$ cat config.mk
export PLATFORM = sky130hd
export DESIGN_NAME = reciprocal_fx
export DESIGN_NICKNAME = d
export VERILOG_FILES = /design/src/rtl/reciprocal_pkg.sv /design/src/rtl/udiv_step.sv /design/src/rtl/reciprocal_fx.sv
export SDC_FILE = /design/constraint.sdc
export NUM_CORES = 1
export LEC_CHECK = 0
export ABC_AREA = 1
export BUFFER_PORTS_ARGS = -buffer_cell sky130_fd_sc_hd__buf_2
export CAP_MARGIN = 25
export CORE_MARGIN = 2
export CORE_UTILIZATION = 43
export CTS_BUF_LIST = sky130_fd_sc_hd__clkbuf_4 sky130_fd_sc_hd__clkbuf_8
export DETAILED_ROUTE_END_ITERATION = 12
export SYNTH_ARGS = -nofsm -noshare
export SYNTH_HDL_FRONTEND = slang
export SYNTH_SLANG_ARGS = --single-unit
$ cat constraint.sdc
create_clock -name clk -period 2.1 [get_ports clk]
set_clock_uncertainty 0.05 [all_clocks]
set_input_delay 0.105 -clock clk [delete_from_list [all_inputs] [get_ports clk]]
set_output_delay 0.105 -clock clk [all_outputs]
set_load 0.05 [all_outputs]
$ cat src/rtl/reciprocal_pkg.sv
// Shared types and constants for the fixed-point reciprocal unit.
// Optional rounding is selected in reciprocal_fx by the RECIPROCAL_ROUND_EN macro.
package reciprocal_pkg;

  typedef enum logic [2:0] {
    StIdle,
    StPrep,
    StCalc,
    StFin,
    StDone
  } recip_state_t;

  localparam int unsigned SatBits = 128;

  // Dividend width: operand width plus room for the doubled fractional scaling.
  function automatic int unsigned calc_dw(input int unsigned width, input int unsigned frac_bits);
    return width + 2 * frac_bits;
  endfunction

  function automatic logic [SatBits-1:0] sat_max_pos(input int unsigned width);
    return (SatBits'(1) << (width - 1)) - SatBits'(1);
  endfunction

  function automatic logic [SatBits-1:0] sat_min_mag(input int unsigned width);
    return SatBits'(1) << (width - 1);
  endfunction

endpackage

$ cat src/rtl/udiv_step.sv
// One combinational restoring-division iteration: shift in a dividend bit, trial subtract.
module udiv_step #(
  parameter int unsigned RW = 33
) (
  input  logic [RW-1:0] rem_i,
  input  logic [RW-1:0] div_i,
  input  logic          bit_i,
  output logic [RW-1:0] rem_o,
  output logic          q_o
);

  logic [RW:0] shifted;

  always_comb begin
    shifted = {rem_i, bit_i};
    q_o     = shifted >= {1'b0, div_i};
    rem_o   = q_o ? RW'(shifted - {1'b0, div_i}) : RW'(shifted);
  end

endmodule

$ cat src/rtl/reciprocal_fx.sv
// Handshaked signed fixed-point reciprocal z = NUMERATOR / x, one quotient bit per cycle.
// Define RECIPROCAL_ROUND_EN to round the magnitude to nearest instead of truncating.
module reciprocal_fx
  import reciprocal_pkg::*;
#(
  parameter int unsigned WIDTH     = 32,
  parameter int unsigned FRAC_BITS = 14,
  parameter int unsigned NUMERATOR = 32'h100
) (
  input  logic             clk,
  input  logic             reset_ni,
  input  logic             valid_i,
  output logic             ready_o,
  input  logic [WIDTH-1:0] x_i,
  output logic             valid_o,
  input  logic             ready_i,
  output logic [WIDTH-1:0] z_o,
  output logic             dbz_o,
  output logic             ovf_o
);

  localparam int unsigned DW   = calc_dw(WIDTH, FRAC_BITS);
  localparam int unsigned CntW = $clog2(DW);

  localparam logic [DW-1:0]    QMaxPos = DW'(sat_max_pos(WIDTH));
  localparam logic [DW-1:0]    QMinMag = DW'(sat_min_mag(WIDTH));
  localparam logic [WIDTH-1:0] ZMaxPos = WIDTH'(sat_max_pos(WIDTH));
  localparam logic [WIDTH-1:0] ZMinNeg = WIDTH'(sat_min_mag(WIDTH));

  recip_state_t     state_q, state_d;
  logic [WIDTH-1:0] x_q, x_d;
  logic             neg_q, neg_d;
  logic             zero_q, zero_d;
  logic [CntW-1:0]  cnt_q, cnt_d;
  logic [DW-1:0]    dvd_q, dvd_d;
  logic [DW-1:0]    quo_q, quo_d;
  logic [WIDTH:0]   rem_q, rem_d;
  logic [WIDTH:0]   div_q, div_d;
  logic             ready_q, ready_d;
  logic             valid_q, valid_d;
  logic [WIDTH-1:0] z_q, z_d;
  logic             dbz_q, dbz_d;
  logic             ovf_q, ovf_d;

  logic [WIDTH:0]   step_rem;
  logic             step_q;
  logic [WIDTH:0]   x_ext;
  logic [DW-1:0]    mag;

  udiv_step #(
    .RW (WIDTH + 1)
  ) u_step (
    .rem_i (rem_q),
    .div_i (div_q),
    .bit_i (dvd_q[DW-1]),
    .rem_o (step_rem),
    .q_o   (step_q)
  );

  always_comb begin
    x_ext = {x_q[WIDTH-1], x_q};
`ifdef RECIPROCAL_ROUND_EN
    // Round half away from zero on the magnitude: increment when 2*rem >= divisor.
    mag = quo_q + DW'({rem_q, 1'b0} >= {1'b0, div_q});
`else
    mag = quo_q;
`endif
  end

  always_comb begin
    state_d = state_q;
    x_d     = x_q;
    neg_d   = neg_q;
    zero_d  = zero_q;
    cnt_d   = cnt_q;
    dvd_d   = dvd_q;
    quo_d   = quo_q;
    rem_d   = rem_q;
    div_d   = div_q;
    valid_d = valid_q;
    z_d     = z_q;
    dbz_d   = dbz_q;
    ovf_d   = ovf_q;

    unique case (state_q)
      StIdle: begin
        if (valid_i && ready_q) begin
          x_d     = x_i;
          state_d = StPrep;
        end
      end
      StPrep: begin
        neg_d   = x_q[WIDTH-1];
        div_d   = x_q[WIDTH-1] ? -x_ext : x_ext;
        dvd_d   = DW'(NUMERATOR) << (2 * FRAC_BITS);
        quo_d   = '0;
        rem_d   = '0;
        cnt_d   = CntW'(DW - 1);
        zero_d  = (x_q == '0);
        state_d = (x_q == '0) ? StFin : StCalc;
      end
      StCalc: begin
        rem_d = step_rem;
        quo_d = {quo_q[DW-2:0], step_q};
        dvd_d = dvd_q << 1;
        cnt_d = cnt_q - 1'b1;
        if (cnt_q == '0) state_d = StFin;
      end
      StFin: begin
        dbz_d = zero_q;
        ovf_d = 1'b0;
        if (zero_q) begin
          z_d = ZMaxPos;
        end else if (!neg_q && mag > QMaxPos) begin
          z_d   = ZMaxPos;
          ovf_d = 1'b1;
        end else if (neg_q && mag > QMinMag) begin
          z_d   = ZMinNeg;
          ovf_d = 1'b1;
        end else begin
          z_d = neg_q ? -mag[WIDTH-1:0] : mag[WIDTH-1:0];
        end
        valid_d = 1'b1;
        state_d = StDone;
      end
      StDone: begin
        if (ready_i) begin
          valid_d = 1'b0;
          state_d = StIdle;
        end
      end
      default: state_d = StIdle;
    endcase

    // Registered so ready_o stays low throughout reset and rises one cycle after release.
    ready_d = (state_d == StIdle);
  end

  always_ff @(posedge clk or negedge reset_ni) begin
    if (!reset_ni) begin
      state_q <= StIdle;
      x_q     <= '0;
      neg_q   <= 1'b0;
      zero_q  <= 1'b0;
      cnt_q   <= '0;
      dvd_q   <= '0;
      quo_q   <= '0;
      rem_q   <= '0;
      div_q   <= '0;
      ready_q <= 1'b0;
      valid_q <= 1'b0;
      z_q     <= '0;
      dbz_q   <= 1'b0;
      ovf_q   <= 1'b0;
    end else begin
      state_q <= state_d;
      x_q     <= x_d;
      neg_q   <= neg_d;
      zero_q  <= zero_d;
      cnt_q   <= cnt_d;
      dvd_q   <= dvd_d;
      quo_q   <= quo_d;
      rem_q   <= rem_d;
      div_q   <= div_d;
      ready_q <= ready_d;
      valid_q <= valid_d;
      z_q     <= z_d;
      dbz_q   <= dbz_d;
      ovf_q   <= ovf_d;
    end
  end

  assign ready_o = ready_q;
  assign valid_o = valid_q;
  assign z_o     = z_q;
  assign dbz_o   = dbz_q;
  assign ovf_o   = ovf_q;

endmodule

; After elaboration in Yosys (flattened, before gate mapping)
; Cells that the tools add are included.
[op_classes]
addsub = 4
order_cmp = 3
n_eq_ne = 5
mux = 20
n_reduce_logical = 12
[ops]
columns = operator, count
row1 = 60-bit one-hot mux with 2 select lines, 2
row2 = 32-bit two-way mux, 4
row3 = 33-bit two-way mux, 2
row4 = 33-bit one-hot mux with 2 select lines, 1
row5 = "60-bit by 31-bit greater-than comparator with 1-bit output, second input constant", 1
row6 = "60-bit by 32-bit greater-than comparator with 1-bit output, second input constant", 1
row7 = 34-bit by 33-bit >= comparator with 1-bit output, 1
row8 = 33-bit negation, 1
row9 = 33-bit subtractor, 1
row10 = 32-bit logical NOT, 1
row11 = 32-bit negation, 1
row12 = 3-bit one-hot mux with 5 select lines, 1
row13 = 6-bit one-hot mux with 2 select lines, 1
row14 = 3-bit two-way mux, 3
row15 = "3-bit by 2-bit == test with 1-bit output, second input constant", 2
row16 = 3-bit logical NOT, 2
row17 = 6-bit logical NOT, 1
row18 = "6-bit by 1-bit subtractor with 6-bit output, second input constant", 1
row19 = 1-bit two-way mux, 5
row20 = 2-bit AND reduction, 2
row21 = 2-bit nonzero test, 2
row22 = "3-bit by 1-bit == test with 1-bit output, second input constant", 1
row23 = "3-bit == test, second input constant", 1
row24 = 1-bit logical AND, 3
row25 = 3 further kinds, 3
[word_totals]
ff_bits = 265
in_bits = 36
out_inout_bits = 36
wordCells = 58

; Depth between registers and ports, before layout
[depth]
ltp_word = 5
ltp_mapped = 16
depth_no_buf = 16

; By module
; Synthesis repeated with hierarchy kept, for this count alone.
[hier_totals]
cells_unflattened = 1887
hier_area_um2 = 13774.5
[by_module_without_submodules]
columns = module, n_inst, cells_each, area_each_um2, seq_area_each_um2
row1 = reciprocal_fx, 1, 1208, 10462.5, 5730.5
row2 = udiv_step, 1, 679, 3311.9, 0.0

; Worst setup path after synthesis
; OpenSTA, ideal clock, no wires.
[synth_path]
kind = register -> register
start = reg div_q[0]
end = reg rem_q[25]
setup_ps = 116
arrival_ps = 1857
required_time_ps = 1934
slack_ps = 76
stages_incl_launch_ff = 14
n_path_buf = 1
synth_period_minus_slack_ps = 2024
cell_sequence = dfrtp_1 ha_1 fa_1 inv_1 nand3_1 nand3_2 nand2_2 nand2_2 nand2_4 nand2_4 buf_8 nand3_1 nand2_1 nand2_1
[synth_via]
elab_chain_len = 3
word_cells_on_any_way = 4
cone_classes = add/sub: 1 / order compare: 1 / mux: 2
[synth_lines]
columns = element, line_no
row1 = from (decl), reciprocal_fx.sv:38  ; logic [WIDTH:0] div_q, div_d;
row2 = from (signal assigned), reciprocal_fx.sv:164  ; div_q <= div_d;
row3 = 33-bit subtractor / 34-bit by 33-bit >= comparator with 1-bit output (equally long branches), "udiv_step.sv:17, udiv_step.sv:16"
row4 = 33-bit two-way mux *, udiv_step.sv:17  ; rem_o = q_o ? RW'(shifted - {1'b0, div_i}) : RW'(shifted);
row5 = 33-bit one-hot mux with 2 select lines *, reciprocal_fx.sv:85  ; unique case (state_q)
row6 = to (signal assigned), reciprocal_fx.sv:163  ; rem_q <= rem_d;
row7 = to (decl), reciprocal_fx.sv:37  ; logic [WIDTH:0] rem_q, rem_d;
; Mark *: on every way between the ends. The rest lies on a longest branch, timed or not.
; A chain may end at the register's enable or synchronous reset.

; Worst setup path after layout
[layout_path]
start = reg rem_q[23]
end = reg rem_q[0]
[layout_via]
elab_chain_len = 3
[layout_lines]
columns = element, line_no
row1 = 34-bit by 33-bit >= comparator with 1-bit output, udiv_step.sv:16  ; q_o = shifted >= {1'b0, div_i};
row2 = 33-bit two-way mux, udiv_step.sv:17
row3 = 33-bit one-hot mux with 2 select lines, reciprocal_fx.sv:85
; No other way between the ends.

==> impl_metrics.csv <==
group,metric,value,unit
cts,cts_sinks,229,
placement,dp_slack,-0.146,ns
die,dieArea,33600,µm²
run_status,status,"finished, violations left",
placement,dp.cells,2466,
synthesis,synth_top_family_by_area,"simple AND/OR/NAND/NOR gates",
final_layout,area_delta_synth_final,29.8,%
worst_setup_path,crit_path_start_kind,"flop",
final_layout,layout-drive-gt1-share,24.9,%
worst_setup_path,r2r_cells,12,
timing,layout_setup_ws,-0.0444,ns
cts,cts_tree,"yes",
final_layout,num-nets-final,2235,
synthesis,synth_area_leaders,"dfrtp_1, nand2_1, inv_1",
cts,root_buffer,"clkbuf_8",
timing,fin_crit_sh,102,%
synthesis,yosys.area.top_type,"dfrtp_1",
synthesis,synth_compound_area_share,10.2,%
synthesis,syn_nets,1980,
drt,first_pass_iters,6,
synthesis,synth-edff-count,0,
synthesis,muxShareOfSynthArea,0.407,%
drt,drt_iter0_drc,881,
synthesis,yosysMostFrequentCell,"nand2_1",
cts,clk_latency,0.58,ns
worst_setup_path,worstSetupEndpointType,"flop",
drt,routed_via_density,5.06,
global_routing,grt_pass1_wl,64.1,mm
timing,setup_viol,14,
worst_setup_path,crit_start,"rem_q[23]",
drt,routed_wl,40.0,mm
synthesis,yosys_warnings,0,
timing,maxSlewViolCount,0,
synthesis,avgSynthCellArea,7.25,µm²
worst_setup_path,r2r_setup_slack,-0.04,ns
drt,drcViolationCount,0,
synthesis,ys_types,45,
worst_setup_path,critPathKind,"flop to flop",
synthesis,synth_seq_cells,229,
final_layout,multi_input_area,7430,µm²
timing,tightestPinTransition,0.618,ns
synthesis,syn_area,13800,µm²
worst_setup_path,critical_path_required,2.48,ns
min_path,hp-start,"valid_i",
global_routing,grt.overflow.total,0,
global_routing,antenna_found_initial,0,
die,die_height,183,µm
drt,antenna_left,0,
min_path,min_path_type,"input pin to flop",
timing,fin_tns_setup,-0.324,ns
final_layout,fillers,3022,
die,ios,72,
die,die_w,183,µm
placement,place.gp.congestion,0.981,
cts,clock_path_buffers,3,
placement,port_buffers,71,
synthesis,synth_xor_area_share,2.98,%
global_routing,grt_pass1_vias,12700,
worst_setup_path,r2r-start,"rem_q[23]",
synthesis,yosys.area_share.simple,30.6,%
cts,cts_buffers,42,
die,core,31600,µm²
synthesis,async_reset_ff_share,100,%
worst_setup_path,r2r-end,"rem_q[0]",
worst_setup_path,arrival,2.52,ns
timing,relSlewSlack,58.7,%
timing,hold_viol,0,
final_layout,antennaDiodeCount,0,
final_layout,fin_cells,2587,
global_routing,grt_max_degree,83,
final_layout,fin_util,56.7,%
worst_setup_path,crit_end,"rem_q[0]",
timing,rsz0062_at_grt,"yes",
die,start_util,43.7,%
synthesis,netlist_instances,1907,
drt,wl_per_cell,15.5,µm
cts,htree_num_levels,2,
run_status,violations,"negative setup slack",
synthesis,synth_commonest_cells,"nand2_1, inv_1, dfrtp_1, nor2_1, nand3_1",
drt,vias,13100,
cts,clk_pin_slew_worst_paths,0.06,ns
synthesis,synth_adder_area_share,3.40,%
placement,dpl.hpwl,28.4,mm
flow_run,drv_cap,0,
timing,layout_min_cycle_time,2.14,ns
worst_setup_path,crit_fanout,18,
global_routing,grt_util_all_layers,23.7,%
die,rows,65,
final_layout,layout.area.seq,5730,µm²
synthesis,ys_seq_area_share,41.5,%
synthesis,synth_ff_type,"dfrtp_1",
timing,fmax,466,MHz
synthesis,synthDominantCellAreaShare,41.5,%
per-stage QoR:
step / cell area, µm² / hold slack [ns]
after floorplan: 13800 / -0.241
after global placement: 15700 / -0.113
after detailed placement: 15700 / -0.110
after CTS: 17500 / 0.0233
after global routing: 17900 / 0.0807
final: 17900 / 0.0536
metal layers:
layer,vias to the layer above,part of all wire (%),global-route usage (%)
li1,6574,-,-
met1,6175,45,30.7
met2,267,49,41.2
met3,81,3.6,3.00
met4,0,3.2,8.06
met5,-,0,0
cells in the final DEF (no fill, tap or decap), types with 16 or more instances in the layout:
master | Yosys | layout
nor2_2 | 8 | 23
nand2_2 | 11 | 54
nand3_1 | 146 | 139
xor2_1 | 34 | 34
o22ai_1 | 83 | 83
buf_12 | 0 | 16
dlygate4sd3_1 | 0 | 35
nand4_1 | 25 | 25
nand2_1 | 519 | 463
inv_1 | 302 | 274
ha_4 | 0 | 32
inv_2 | 11 | 38
nand3b_1 | 20 | 20
nor3_1 | 21 | 16
nor2_1 | 177 | 158
a21oi_1 | 67 | 60
nand3_2 | 12 | 18
a21oi_2 | 10 | 16
clkbuf_8 | 0 | 52
buf_2 | 17 | 70
o21ai_0 | 59 | 58
buf_4 | 2 | 148
dfrtp_1 | 229 | 228
how the worst min path moves through the flow:
| stage | to | slack (ns) | cells after the start |
|---|---|---|---|
| after floorplan | cnt_q[0] | -0.24 | 0 |
| after global placement | mag[58] | -0.11 | 1 |
| after detailed placement | mag[58] | -0.11 | 1 |
| after CTS | x_q[27] | 0.02 | 5 |
| after global routing | x_q[0] | 0.08 | 4 |
| final | x_q[5] | 0.05 | 5 |
critical path: stages (launching register included):
cell and delay (ns):
dfrtp_1 0.42, ha_4 0.25, nand2_4 0.09, inv_4 0.05, a21oi_4 0.18, nand2_2 0.09
nand2_2 0.08, nand2_2 0.07, nor2_4 0.19, buf_8 0.22, nand3_1 0.10, nand3_1 0.11
o21ai_0 0.10
repair_timing:
action	4_1_cts	5_1_grt
endpoints found under the hold margin	264	0
pin swaps	26	51
endpoints found under the setup margin	34	62
setup buffers	6	12
gates cloned	1	1
hold buffers	35	0
resized for setup	85	107
registers in the layout (all words and copies together), names as in the netlist:
signal   cells
dbz_o        1
dvd_q       24
ovf_o        1
cnt_q        6
x_q         32
neg_q        1
div_q       33
z_o         32
ready_o      1
valid_o      1
mag         60
state_q      3
rem_q       33
zero_q       1
layout make-up:
cell class | instances | area share, %
clock buffers | 61 | 4.37
clock inverters | 6 | 0.495
inverters | 314 | 6.59
multi-input cells | 1300 | 41.4
flip-flops and latches | 229 | 32.0
well taps | 402 | 2.80
repair buffers | 275 | 12.4
cells by family (layout without fill, tap and decap cells):
kind of cell               Yosys count  count (layout)
and+or+nand+nor                    965             965
buffers and inverters              378             656
AOI/OAI and AO/OA                  246             246
DFF                                229             229
xor gates and xnor gates            47              47
adders and majority gates           37              37
muxes                                5               5
Power is left out: the tool's default activity adds up to more than one toggle a clock period on the data nets, which glitch-free logic cannot reach.
